[config.mk]
export PLATFORM = sky130hd
export DESIGN_NAME = buffer_lru_kv_flat
export DESIGN_NICKNAME = d
export VERILOG_FILES = /design/src/rtl/buffer_lru_kv_pkg.sv /design/src/rtl/buffer_lru_kv_if.sv /design/src/rtl/buffer_lru_kv_age.sv /design/src/rtl/buffer_lru_kv.sv /design/src/flat_wrapper.sv
export SDC_FILE = /design/constraint.sdc
export NUM_CORES = 1
export LEC_CHECK = 0
export CORE_ASPECT_RATIO = 0.8
export CORE_MARGIN = 3
export CORE_UTILIZATION = 65
export CTS_CLUSTER_SIZE = 30
export DETAILED_ROUTE_END_ITERATION = 10
export GPL_TIMING_DRIVEN = 0
export PLACE_DENSITY_LB_ADDON = 0.3
export SLEW_MARGIN = 40
export SYNTH_ARGS = -nofsm -noshare
export SYNTH_HDL_FRONTEND = slang
export SYNTH_SLANG_ARGS = --single-unit
[constraint.sdc]
create_clock -name clk_i -period 15.6 [get_ports clk_i]
set_input_delay 2.34 -clock clk_i [delete_from_list [all_inputs] [get_ports clk_i]]
set_output_delay 2.34 -clock clk_i [all_outputs]
set_load 0.01 [all_outputs]
[src/rtl/buffer_lru_kv_pkg.sv]
// Shared encodings for the key/value replacement buffer: request opcodes and
// replacement-policy selectors.
package buffer_lru_pkg;

    typedef enum logic [1:0] {
        OP_LOOKUP     = 2'd0,
        OP_INSERT     = 2'd1,
        OP_INVALIDATE = 2'd2,
        OP_RSVD       = 2'd3
    } op_e;

    localparam int POL_LRU  = 0;
    localparam int POL_FIFO = 1;

endpackage

[src/rtl/buffer_lru_kv_if.sv]
// Request/response bus of the replacement buffer. Handshake: a transfer happens
// on any rising edge where valid and ready are both high; valid never waits on ready.
interface buffer_lru_kv_if #(
    parameter int KEY_W  = 16,
    parameter int DATA_W = 16
);
    logic              req_valid_i;
    logic              req_ready_o;
    logic [1:0]        req_op_i;
    logic [KEY_W-1:0]  req_key_i;
    logic [DATA_W-1:0] req_data_i;
    logic              rsp_valid_o;
    logic              rsp_ready_i;
    logic              rsp_hit_o;
    logic [DATA_W-1:0] rsp_data_o;
    logic              rsp_evict_o;
    logic [KEY_W-1:0]  rsp_evict_key_o;
    logic [DATA_W-1:0] rsp_evict_data_o;

    modport master (
        output req_valid_i, req_op_i, req_key_i, req_data_i, rsp_ready_i,
        input  req_ready_o, rsp_valid_o, rsp_hit_o, rsp_data_o,
               rsp_evict_o, rsp_evict_key_o, rsp_evict_data_o
    );

    modport slave (
        input  req_valid_i, req_op_i, req_key_i, req_data_i, rsp_ready_i,
        output req_ready_o, rsp_valid_o, rsp_hit_o, rsp_data_o,
               rsp_evict_o, rsp_evict_key_o, rsp_evict_data_o
    );
endinterface

[src/rtl/buffer_lru_kv_age.sv]
// Age permutation for the replacement buffer: touch makes an entry newest,
// demote makes it oldest; the age-0 entry is reported as the replacement candidate.
module lru_age_ctrl #(
    parameter  int DEPTH = 8,
    localparam int AW    = $clog2(DEPTH)
) (
    input  logic          clk_i,
    input  logic          rst_i,
    input  logic          flush_i,
    input  logic          touch_i,
    input  logic          demote_i,
    input  logic [AW-1:0] idx_i,
    output logic [AW-1:0] oldest_o
);
    logic [AW-1:0] age_q [DEPTH];
    logic [AW-1:0] age_d [DEPTH];

    // Shifting only the entries on one side of the old age keeps a permutation.
    always_comb begin
        for (int i = 0; i < DEPTH; i++) age_d[i] = age_q[i];
        if (flush_i) begin
            for (int i = 0; i < DEPTH; i++) age_d[i] = AW'(i);
        end else if (touch_i) begin
            for (int i = 0; i < DEPTH; i++) begin
                if (AW'(i) == idx_i)              age_d[i] = AW'(DEPTH - 1);
                else if (age_q[i] > age_q[idx_i]) age_d[i] = age_q[i] - AW'(1);
            end
        end else if (demote_i) begin
            for (int i = 0; i < DEPTH; i++) begin
                if (AW'(i) == idx_i)              age_d[i] = '0;
                else if (age_q[i] < age_q[idx_i]) age_d[i] = age_q[i] + AW'(1);
            end
        end
    end

    always_comb begin
        oldest_o = '0;
        for (int i = 0; i < DEPTH; i++) begin
            if (age_q[i] == '0) oldest_o = AW'(i);
        end
    end

    always_ff @(posedge clk_i) begin
        if (rst_i) begin
            for (int i = 0; i < DEPTH; i++) age_q[i] <= AW'(i);
        end else begin
            age_q <= age_d;
        end
    end
endmodule

[src/rtl/buffer_lru_kv.sv]
// Keyed replacement buffer with LRU/FIFO policy, eviction reporting and a
// one-deep response register behind a valid/ready request port.
module buffer_lru_kv
    import buffer_lru_pkg::*;
#(
    parameter int DEPTH  = 8,
    parameter int KEY_W  = 16,
    parameter int DATA_W = 16,
    parameter int POLICY = POL_LRU
) (
    input  logic                       clk_i,
    input  logic                       rst_i,
    input  logic                       flush_i,
    buffer_lru_kv_if.slave             bus,
    output logic [$clog2(DEPTH+1)-1:0] occupancy_o
);
    localparam int AW = $clog2(DEPTH);
    localparam int OW = $clog2(DEPTH + 1);

    logic [DEPTH-1:0]  valid_q;
    logic [KEY_W-1:0]  key_q  [DEPTH];
    logic [DATA_W-1:0] data_q [DEPTH];
    logic [OW-1:0]     occ_q;

    logic              rsp_valid_q, rsp_valid_d;
    logic              rsp_hit_q, rsp_hit_d;
    logic [DATA_W-1:0] rsp_data_q, rsp_data_d;
    logic              rsp_evict_q, rsp_evict_d;
    logic [KEY_W-1:0]  rsp_ekey_q, rsp_ekey_d;
    logic [DATA_W-1:0] rsp_edata_q, rsp_edata_d;

    logic          hit, any_free, req_ready, accept;
    logic [AW-1:0] hit_idx, free_idx, oldest, victim, age_idx, wr_idx;
    logic          touch, demote, wr_en, clr_en, occ_inc, occ_dec;
    op_e           op;

    assign op = op_e'(bus.req_op_i);

    always_comb begin
        hit     = 1'b0;
        hit_idx = '0;
        for (int i = 0; i < DEPTH; i++) begin
            if (valid_q[i] && key_q[i] == bus.req_key_i) begin
                hit     = 1'b1;
                hit_idx = AW'(i);
            end
        end
    end

    // Descending scan so the lowest-index free slot wins.
    always_comb begin
        any_free = 1'b0;
        free_idx = '0;
        for (int i = DEPTH - 1; i >= 0; i--) begin
            if (!valid_q[i]) begin
                any_free = 1'b1;
                free_idx = AW'(i);
            end
        end
    end

    assign victim    = any_free ? free_idx : oldest;
    assign req_ready = !flush_i && (!rsp_valid_q || bus.rsp_ready_i);
    assign accept    = bus.req_valid_i && req_ready;

    always_comb begin
        touch       = 1'b0;
        demote      = 1'b0;
        age_idx     = hit_idx;
        wr_en       = 1'b0;
        wr_idx      = hit_idx;
        clr_en      = 1'b0;
        occ_inc     = 1'b0;
        occ_dec     = 1'b0;
        rsp_valid_d = bus.rsp_ready_i ? 1'b0 : rsp_valid_q;
        rsp_hit_d   = rsp_hit_q;
        rsp_data_d  = rsp_data_q;
        rsp_evict_d = rsp_evict_q;
        rsp_ekey_d  = rsp_ekey_q;
        rsp_edata_d = rsp_edata_q;
        if (accept) begin
            rsp_valid_d = 1'b1;
            rsp_hit_d   = hit;
            rsp_data_d  = hit ? data_q[hit_idx] : '0;
            rsp_evict_d = 1'b0;
            rsp_ekey_d  = '0;
            rsp_edata_d = '0;
            case (op)
                OP_LOOKUP: touch = hit && (POLICY == POL_LRU);
                OP_INSERT: begin
                    wr_en = 1'b1;
                    if (hit) begin
                        touch = (POLICY == POL_LRU);
                    end else begin
                        wr_idx      = victim;
                        age_idx     = victim;
                        touch       = 1'b1;
                        occ_inc     = !valid_q[victim];
                        rsp_evict_d = valid_q[victim];
                        if (valid_q[victim]) begin
                            rsp_ekey_d  = key_q[victim];
                            rsp_edata_d = data_q[victim];
                        end
                    end
                end
                OP_INVALIDATE: begin
                    clr_en  = hit;
                    demote  = hit;
                    occ_dec = hit;
                end
                default: ;
            endcase
        end
    end

    lru_age_ctrl #(.DEPTH(DEPTH)) u_age (
        .clk_i    (clk_i),
        .rst_i    (rst_i),
        .flush_i  (flush_i),
        .touch_i  (touch),
        .demote_i (demote),
        .idx_i    (age_idx),
        .oldest_o (oldest)
    );

    always_ff @(posedge clk_i) begin
        if (rst_i) begin
            valid_q     <= '0;
            occ_q       <= '0;
            rsp_valid_q <= 1'b0;
            rsp_hit_q   <= 1'b0;
            rsp_data_q  <= '0;
            rsp_evict_q <= 1'b0;
            rsp_ekey_q  <= '0;
            rsp_edata_q <= '0;
            for (int i = 0; i < DEPTH; i++) begin
                key_q[i]  <= '0;
                data_q[i] <= '0;
            end
        end else begin
            if (flush_i) begin
                valid_q <= '0;
            end else if (wr_en) begin
                valid_q[wr_idx] <= 1'b1;
                key_q[wr_idx]   <= bus.req_key_i;
                data_q[wr_idx]  <= bus.req_data_i;
            end else if (clr_en) begin
                valid_q[hit_idx] <= 1'b0;
            end
            if (flush_i)      occ_q <= '0;
            else if (occ_inc) occ_q <= occ_q + OW'(1);
            else if (occ_dec) occ_q <= occ_q - OW'(1);
            rsp_valid_q <= rsp_valid_d;
            rsp_hit_q   <= rsp_hit_d;
            rsp_data_q  <= rsp_data_d;
            rsp_evict_q <= rsp_evict_d;
            rsp_ekey_q  <= rsp_ekey_d;
            rsp_edata_q <= rsp_edata_d;
        end
    end

    assign bus.req_ready_o      = req_ready;
    assign bus.rsp_valid_o      = rsp_valid_q;
    assign bus.rsp_hit_o        = rsp_hit_q;
    assign bus.rsp_data_o       = rsp_data_q;
    assign bus.rsp_evict_o      = rsp_evict_q;
    assign bus.rsp_evict_key_o  = rsp_ekey_q;
    assign bus.rsp_evict_data_o = rsp_edata_q;
    assign occupancy_o          = occ_q;
endmodule

[src/flat_wrapper.sv]
// flat-port wrapper written by rule: the top's interface ports become plain ports
module buffer_lru_kv_flat import buffer_lru_pkg::*;
#(
    parameter int DEPTH  = 8,
    parameter int KEY_W  = 16,
    parameter int DATA_W = 16,
    parameter int POLICY = POL_LRU
)
  (clk_i, rst_i, flush_i, occupancy_o, bus_req_valid_i, bus_req_op_i, bus_req_key_i, bus_req_data_i, bus_rsp_ready_i, bus_req_ready_o, bus_rsp_valid_o, bus_rsp_hit_o, bus_rsp_data_o, bus_rsp_evict_o, bus_rsp_evict_key_o, bus_rsp_evict_data_o);
  buffer_lru_kv_if #(.KEY_W(KEY_W), .DATA_W(DATA_W)) bus_i ();
  input  logic clk_i;
  input  logic rst_i;
  input  logic flush_i;
  output logic [$clog2(DEPTH+1)-1:0] occupancy_o;
  input wire logic [$bits(bus_i.req_valid_i)-1:0] bus_req_valid_i;
  input wire logic [$bits(bus_i.req_op_i)-1:0] bus_req_op_i;
  input wire logic [$bits(bus_i.req_key_i)-1:0] bus_req_key_i;
  input wire logic [$bits(bus_i.req_data_i)-1:0] bus_req_data_i;
  input wire logic [$bits(bus_i.rsp_ready_i)-1:0] bus_rsp_ready_i;
  output wire logic [$bits(bus_i.req_ready_o)-1:0] bus_req_ready_o;
  output wire logic [$bits(bus_i.rsp_valid_o)-1:0] bus_rsp_valid_o;
  output wire logic [$bits(bus_i.rsp_hit_o)-1:0] bus_rsp_hit_o;
  output wire logic [$bits(bus_i.rsp_data_o)-1:0] bus_rsp_data_o;
  output wire logic [$bits(bus_i.rsp_evict_o)-1:0] bus_rsp_evict_o;
  output wire logic [$bits(bus_i.rsp_evict_key_o)-1:0] bus_rsp_evict_key_o;
  output wire logic [$bits(bus_i.rsp_evict_data_o)-1:0] bus_rsp_evict_data_o;
  assign bus_i.req_valid_i = bus_req_valid_i;
  assign bus_i.req_op_i = bus_req_op_i;
  assign bus_i.req_key_i = bus_req_key_i;
  assign bus_i.req_data_i = bus_req_data_i;
  assign bus_i.rsp_ready_i = bus_rsp_ready_i;
  assign bus_req_ready_o = bus_i.req_ready_o;
  assign bus_rsp_valid_o = bus_i.rsp_valid_o;
  assign bus_rsp_hit_o = bus_i.rsp_hit_o;
  assign bus_rsp_data_o = bus_i.rsp_data_o;
  assign bus_rsp_evict_o = bus_i.rsp_evict_o;
  assign bus_rsp_evict_key_o = bus_i.rsp_evict_key_o;
  assign bus_rsp_evict_data_o = bus_i.rsp_evict_data_o;
  buffer_lru_kv #(.DEPTH(DEPTH), .KEY_W(KEY_W), .DATA_W(DATA_W), .POLICY(POLICY)) u_core (.clk_i(clk_i), .rst_i(rst_i), .flush_i(flush_i), .bus(bus_i), .occupancy_o(occupancy_o));
endmodule
==> Word level (Yosys, flattened, before mapping) <==
Memories as Yosys holds them, arrays and structs flattened.
Cells that the tools add are included.
Widths: inputs -> output; s select.
{ "classes": {"magnitude_cmp": 22, "n_bitwise": 4, "addsub": 18, "eq_ne": 25, "n_mux": 121, "n_reduce_logical": 48} }
{ "op_table": {"columns": ["cell", "count"], "rows": [
  ["$mux 3", 58],
  ["$mux 16", 9],
  ["$eq 16x16->1", 8],
  ["$mux 24", 2],
  ["$mux 1", 41],
  ["$reduce_or 16->1", 2],
  ["$add 3x1->3 const B", 8],
  ["$gt 3x3->1", 8],
  ["$logic_not 3->1", 8],
  ["$lt 3x3->1", 8],
  ["$ne 3x3->1 const B", 8],
  ["$reduce_and 3->1", 8],
  ["$reduce_bool 3->1", 8],
  ["$sub 3x1->3 const B", 8],
  ["$mux 8", 2],
  ["$eq 3x3->1 const A", 4],
  ["$logic_and 1x1->1", 12],
  ["$lt 3x4->1 const B", 3],
  ["$bmux 3 s3", 1],
  ["$and 8x8->8", 1],
  ["$mux 4", 2],
  ["$not 8->8", 1],
  ["$or 8x8->8", 1],
  ["$reduce_bool 2->1", 4],
  ["other kinds (17)", 23]
]} }
{ "word_totals": {"register_bits": 87, "out_inout_bits": 56, "n_memories": 2, "word_cells": 256, "input_bits": 39, "ramBits": 256} }
{ "memory_table": {"columns": ["name", "words", "width", "read_ports", "rd_clocked_by_memory_dff", "wr", "line_no", "rtl"], "rows": [
  ["u_core.data_q", 8, 16, 2, 0, 8, "buffer_lru_kv.sv:22", "logic [DATA_W-1:0] data_q [DEPTH];"],
  ["u_core.key_q", 8, 16, 9, 0, 8, "buffer_lru_kv.sv:21", "logic [KEY_W-1:0] key_q [DEPTH];"]
]} }

==> Longest topological paths before layout <==
An unclocked memory read counts as a cell.
{ "logic_depth": {"ltp_word": 23, "depth_mapped": 21, "mapped_depth_nobuf": 20} }

==> Cells and area by module <==
From an unflattened synthesis, not the netlist that was laid out.
{ "unflattened": {"hier_cells": 1986, "area_unflattened_um2": 20597.3} }
{ "by_module_without_submodules": {"columns": ["module", "seq_area_each_um2", "cells_per_inst", "area_each_um2", "n_inst"], "rows": [
  ["buffer_lru_kv", 8948.6, 1624, 17666.9, 1],
  ["lru_age_ctrl", 480.5, 362, 2930.3, 1]
]} }

==> Least setup slack after synthesis <==
No wires, ideal clock.
{ "synth_timing": {"kind": "input -> register", "from": "in bus_req_key_i[13]", "to": "reg u_core.u_age.age_q[20] in the netlist's numbering", "path_stages": 18, "setup_slack_ns": 8.919, "t_required_ns": 15.466, "path_buffers": 2, "setup_time_ns": 0.134, "t_arrival_ns": 6.547, "cell_sequence": "buf_2 -> xnor2_2 -> nand4_1 -> or4b_1 -> or4_1 -> nand2_1 -> o211ai_1 -> clkbuf_1 -> a21oi_1 -> a21oi_1 -> a21oi_1 -> ha_1 -> a21boi_0 -> a211oi_1 -> and2_1 -> nor2_1 -> nor4_1 -> o22ai_1"} }
{ "synth_between": {"elab_chain_cells": 20, "word_cells_on_any_way": 53, "classes_between": "order compare: 2; eq/ne: 10; mux: 29; bitwise: 1; reduce/logical: 11"} }
{ "synth_rtl": {"columns": ["item", "line_no", "rtl"], "rows": [
  ["start: declaration", "flat_wrapper.sv:17", "input wire logic [$bits(bus_i.req_key_i)-1:0] bus_req_key_i;"],
  ["$eq 16x16->1", "buffer_lru_kv.sv:43", "if (valid_q[i] && key_q[i] == bus.req_key_i) begin"],
  ["$logic_and 1x1->1", "buffer_lru_kv.sv:43", null],
  ["$mux 1 (8 in a row)", "buffer_lru_kv.sv:43", null],
  ["$mux 3", "buffer_lru_kv.sv:92", "if (hit) begin"],
  ["$mux 3", "buffer_lru_kv.sv:88", "case (op)"],
  ["$mux 3", "buffer_lru_kv.sv:81", "if (accept) begin"],
  ["$not 3->4 (not written as such)", "buffer_lru_kv_age.sv:26, buffer_lru_kv_age.sv:31", null],
  ["$bmux 3 s3", "buffer_lru_kv_age.sv:26, buffer_lru_kv_age.sv:31", null],
  ["$mux 3 (not written as such) (2 in a row)", "buffer_lru_kv_age.sv:26, buffer_lru_kv_age.sv:31", null],
  ["$gt 3x3->1 or $lt 3x3->1 (tied branches)", "buffer_lru_kv_age.sv:26, buffer_lru_kv_age.sv:31", null],
  ["$ne 3x3->1 (no line) or $reduce_bool 3->1 (tied branches)", null, null],
  ["$reduce_and 3->1 (no line)", null, null],
  ["end signal: assignment", "buffer_lru_kv_age.sv:47", "age_q <= age_d;"],
  ["end: declaration", "buffer_lru_kv_age.sv:15", "logic [AW-1:0] age_q [DEPTH];"]
]} }
Several ways; a longest one is shown, not always the timed one. The select of a mux whose other input is x is not followed.
A chain may end at the register's enable or synchronous reset.

==> Final worst setup path <==
{ "layout_timing": {"from": "in bus_req_key_i[5]", "to": "reg u_core.u_age.age_q[20] in the netlist's numbering"} }
The elaborated chain is that of the path after synthesis.

==> results.md <==
* Relative slew margins at 36.0%
* Most common cell in the netlist: nand2_1
* Vias at 18,800
* GRT Total Usage at 42.3%
* Mapped cell area at 20,100 sq um
* Mean Syn Cell Area at 9.26 sq um
* GP Congestion at 1.02
* Syn_nets at 2,255
* Top cells by instance count after synthesis: nand2_1, and2_1, edfxtp_1, clkbuf_1, o21ai_0
* Pleak at 8.10 nW
* # Post-CTS Setup Buffers at 0
* CTS Root Cell: clkbuf_16
* Die Ht at 163 um
* Clk sinks at 343
* Max cap viols at 0
* Slew Limit Fails at 0
* Worst R2R Setup Slack at 9560 ps
* Vias in the first global route at 17,700
* RSZ-0062 raised after global routing: no
* Slew at the pin closest to its max-slew limit at 960 ps
* CP max FO at 10
* Cts repair resizes at 0
* Clk buf depth at 3
* Initial antenna violation count at 0
* TNS Setup at 0 ps
* Hold Buf Count CTS at 0
* FF+latch area at 9430 sq um
* Synth Area in Simple Gates at 25.4%
* Final Critical Period at 7750 ps
* Top cell type's share of synthesized area at 38.2%
* EDFF count, synth at 256
* Crit path capture type: flop
* Fin worst setup slack at 7850 ps
* Worst-Skew Late Latency at 540 ps
* Largest net degree at the start of global routing at 33
* Pre-CTS setup slack at 7770 ps
* Hold Path Origin: u_core.bus.rsp_evict_key_o[2]$_SDFFE_PP0P_
* # fillers at 2,132
* RR Startpoint: u_core.key_q[1][1]$_SDFFCE_PN0P_
* Syn. warnings at 0
* R2R Path End: u_core.u_age.age_q[20]$_SDFFE_PP0P_
* Startpoint types: primary input
* Die Wd at 203 um
* Final Hold Violating Endpoints at 0
* Proportion of synthesized area in mux cells at 1.85%
* Global route overflow at 0
* Vias per std cell at 6.90
* Xor/xnor share of the synthesized area at 6.17%
* Compound-gate portion of the synthesized area at 12.7%
* FP Rows at 56
* Cells after synthesis at 2,174
* CTS tree: yes
* Final setup fails at 0
* Detailed placer's ending HPWL at 50.7 mm
* Largest family of logic cells by synthesized area: simple AND/OR/NAND/NOR gates
* First-pass GRT wire length at 106 mm
* IO Pins at 95
* Layout overhead on the synthesized area at 12.3%
* Top achievable clock speed at 129 MHz
* Routed len/inst at 26.3 um
* Worst Path Arrival at 8140 ps
* Initial Util at 67.3%
* Port buffer count at 77
* TritonCTS Buffers at 35
* Seq/Total Area, Yosys at 46.8%
* Worst Skew at 22.7 ps
* Synth area leaders: edfxtp_1, dfxtp_1, and2_1
* Area of the multi-input gates at 10000 sq um
* Die area at 33,100 sq um
* Post-synth top area cell: edfxtp_1
* Ys flop type: edfxtp_1
* Clk slew on worst S/H paths at 70 ps
* Critical path type: primary input to flop
* Synth Area in Adders at 3.02%
* WL final at 71.8 mm
* CP required at 15,990 ps
* PD cells at 88.0 nW/um^2
* Min Hold Slack at 452 ps
* Synth unique cells at 79
* Hold Path End: u_core.bus.rsp_evict_key_o[2]$_SDFFE_PP0P_
* DR iter-0 viols at 3,182
* R2R depth at 17
* #FFs+latches synth at 343
* Post-DRT Antenna Nets at 0
* NumNets Final at 2,374
* Core footprint at 29,900 sq um
* Fin crit share at 49.7%
* First drt pass iteration count at 7
* Layout cell share with drive strength beyond 1 at 5.74%
* VDD IR-drop max at 0.0878 mV
* Status: completed
* Worst Hold Path Cells at 2
* DRC viols at 0
* HP Class: flop to flop
* Number of H-tree levels at 2
* Fraction of registers with async set/reset at 0%
-- area by class of cell --
| type | instances | share of cell area, % |
|---|---|---|
| Multi-Input combinational cell | 1634 | 44.2 |
| Clock inverter | 17 | 0.647 |
| Buffer | 164 | 3.00 |
| Sequential cell | 343 | 41.7 |
| Antenna cell | 1 | 0.0111 |
| Tap cell | 406 | 2.25 |
| Clock buffer | 45 | 4.08 |
| Inverter | 33 | 0.548 |
| Timing Repair Buffer | 82 | 3.54 |
-- flip-flops by register name, summed over array words and instances, names as in the netlist --
register	count
u_core.bus.rsp_evict_o	1
u_core.bus.rsp_valid_o	1
u_core.key_q	128
u_core.bus.rsp_data_o	16
u_core.data_q	128
u_core.bus.rsp_evict_data_o	16
u_core.bus.rsp_evict_key_o	16
u_core.u_age.age_q	24
u_core.bus.rsp_hit_o	1
u_core.valid_q	8
u_core.occupancy_o	4
-- metrics by stage --
step / utilization, % / std cells / power [mW] / cell area (sq um)
6_report: 75.6 / 2725 / 1.99 / 22600
5_1_grt: 75.6 / 2724 / 2.02 / 22600
4_1_cts: 75.5 / 2723 / 1.97 / 22600
3_5_place_dp: 71.9 / 2661 / 1.17 / 21500
3_3_place_gp: 71.6 / 2657 / 1.17 / 21400
2_1_floorplan: - / 2174 / 1.11 / 20100
-- cell usage in the layout (no fill, tap or decap), types with 6 or more instances in the layout --
cell type | synthesis | final
o21ai_0 | 112 | 112
a21boi_0 | 7 | 7
nor3_2 | 1 | 8
xnor2_1 | 87 | 87
or2_2 | 14 | 6
nand2_1 | 397 | 397
a311oi_1 | 65 | 65
mux2i_1 | 32 | 32
a32oi_1 | 6 | 6
nor3_1 | 36 | 29
nor2b_1 | 8 | 8
clkdlybuf4s50_1 | 0 | 77
nand3_1 | 46 | 46
nand2b_1 | 8 | 8
ha_1 | 41 | 41
buf_1 | 9 | 9
inv_1 | 33 | 33
a31oi_1 | 8 | 8
o211ai_1 | 15 | 15
or2_4 | 0 | 8
a21o_1 | 7 | 7
nand4_1 | 25 | 25
a21oi_1 | 101 | 100
buf_2 | 25 | 28
and3_1 | 77 | 77
nor2_1 | 74 | 73
xor2_1 | 53 | 53
dfxtp_1 | 87 | 87
edfxtp_1 | 256 | 256
o22ai_1 | 19 | 19
clkbuf_1 | 125 | 133
nor4_1 | 20 | 18
a211oi_1 | 11 | 11
or4_1 | 16 | 16
and2_1 | 261 | 261
clkbuf_16 | 0 | 35
-- worst max-delay path, cell delays in order --
cell,delay (ps)
buf_4,160
clkbuf_1,490
xnor2_1,240
nand4_1,120
nor4_1,660
a32oi_1,370
nand2_1,320
nor3_2,130
mux2i_1,410
clkbuf_1,410
a21oi_1,150
a21oi_2,590
ha_1,390
a21boi_0,150
a211oi_1,430
and2_1,210
nor2_1,70
nor4_1,350
o22ai_1,150
-- where the power goes --
group / switching (mW) / total [mW] / internal, mW
clock network: 0.371 / 0.826 / 0.455
logic: 0.101 / 0.147 / 0.0458
registers: 0.0161 / 1.02 / 1.00
total: 0.488 / 1.99 / 1.50
-- per-layer routing --
layer	vias up	global-route usage [%]	routed length [um]
met2	1762	64.0	30700
li1	7942	-	-
met5	-	0	0
met3	290	10.5	11100
met4	0	18.1	3510
met1	8802	58.4	26500
-- worst max-delay path by stage --
| stage | cells after the start | endpoint | startpoint | slack [ps] |
|---|---|---|---|---|
| 3_3_place_gp | 12 | u_core.key_q[1][11]$_SDFFCE_PN0P_ | bus_req_key_i[1] | 7180 |
| 5_1_grt | 19 | u_core.u_age.age_q[19]$_SDFFE_PP0P_ | bus_req_key_i[1] | 7700 |
| 2_1_floorplan | 18 | u_core.u_age.age_q[20]$_SDFFE_PP0P_ | bus_req_key_i[13] | 8920 |
| 6_report | 19 | u_core.u_age.age_q[20]$_SDFFE_PP0P_ | bus_req_key_i[5] | 7850 |
| 3_5_place_dp | 19 | u_core.u_age.age_q[20]$_SDFFE_PP0P_ | bus_req_key_i[5] | 7770 |
| 4_1_cts | 19 | u_core.u_age.age_q[20]$_SDFFE_PP0P_ | bus_req_key_i[5] | 8290 |
-- logic make-up (layout without fill, tap and decap cells) --
| family | count (synthesis) | in the layout |
|---|---|---|
| other | 0 | 1 |
| and+or+nand+nor | 1010 | 1010 |
| muxes | 36 | 36 |
| buffers and inverters | 197 | 341 |
| DFF | 343 | 343 |
| AOI/OAI and AO/OA | 398 | 398 |
| adders and majority gates | 49 | 49 |
| xor gates and xnor gates | 141 | 141 |
(Power assumes the default switching activity.)
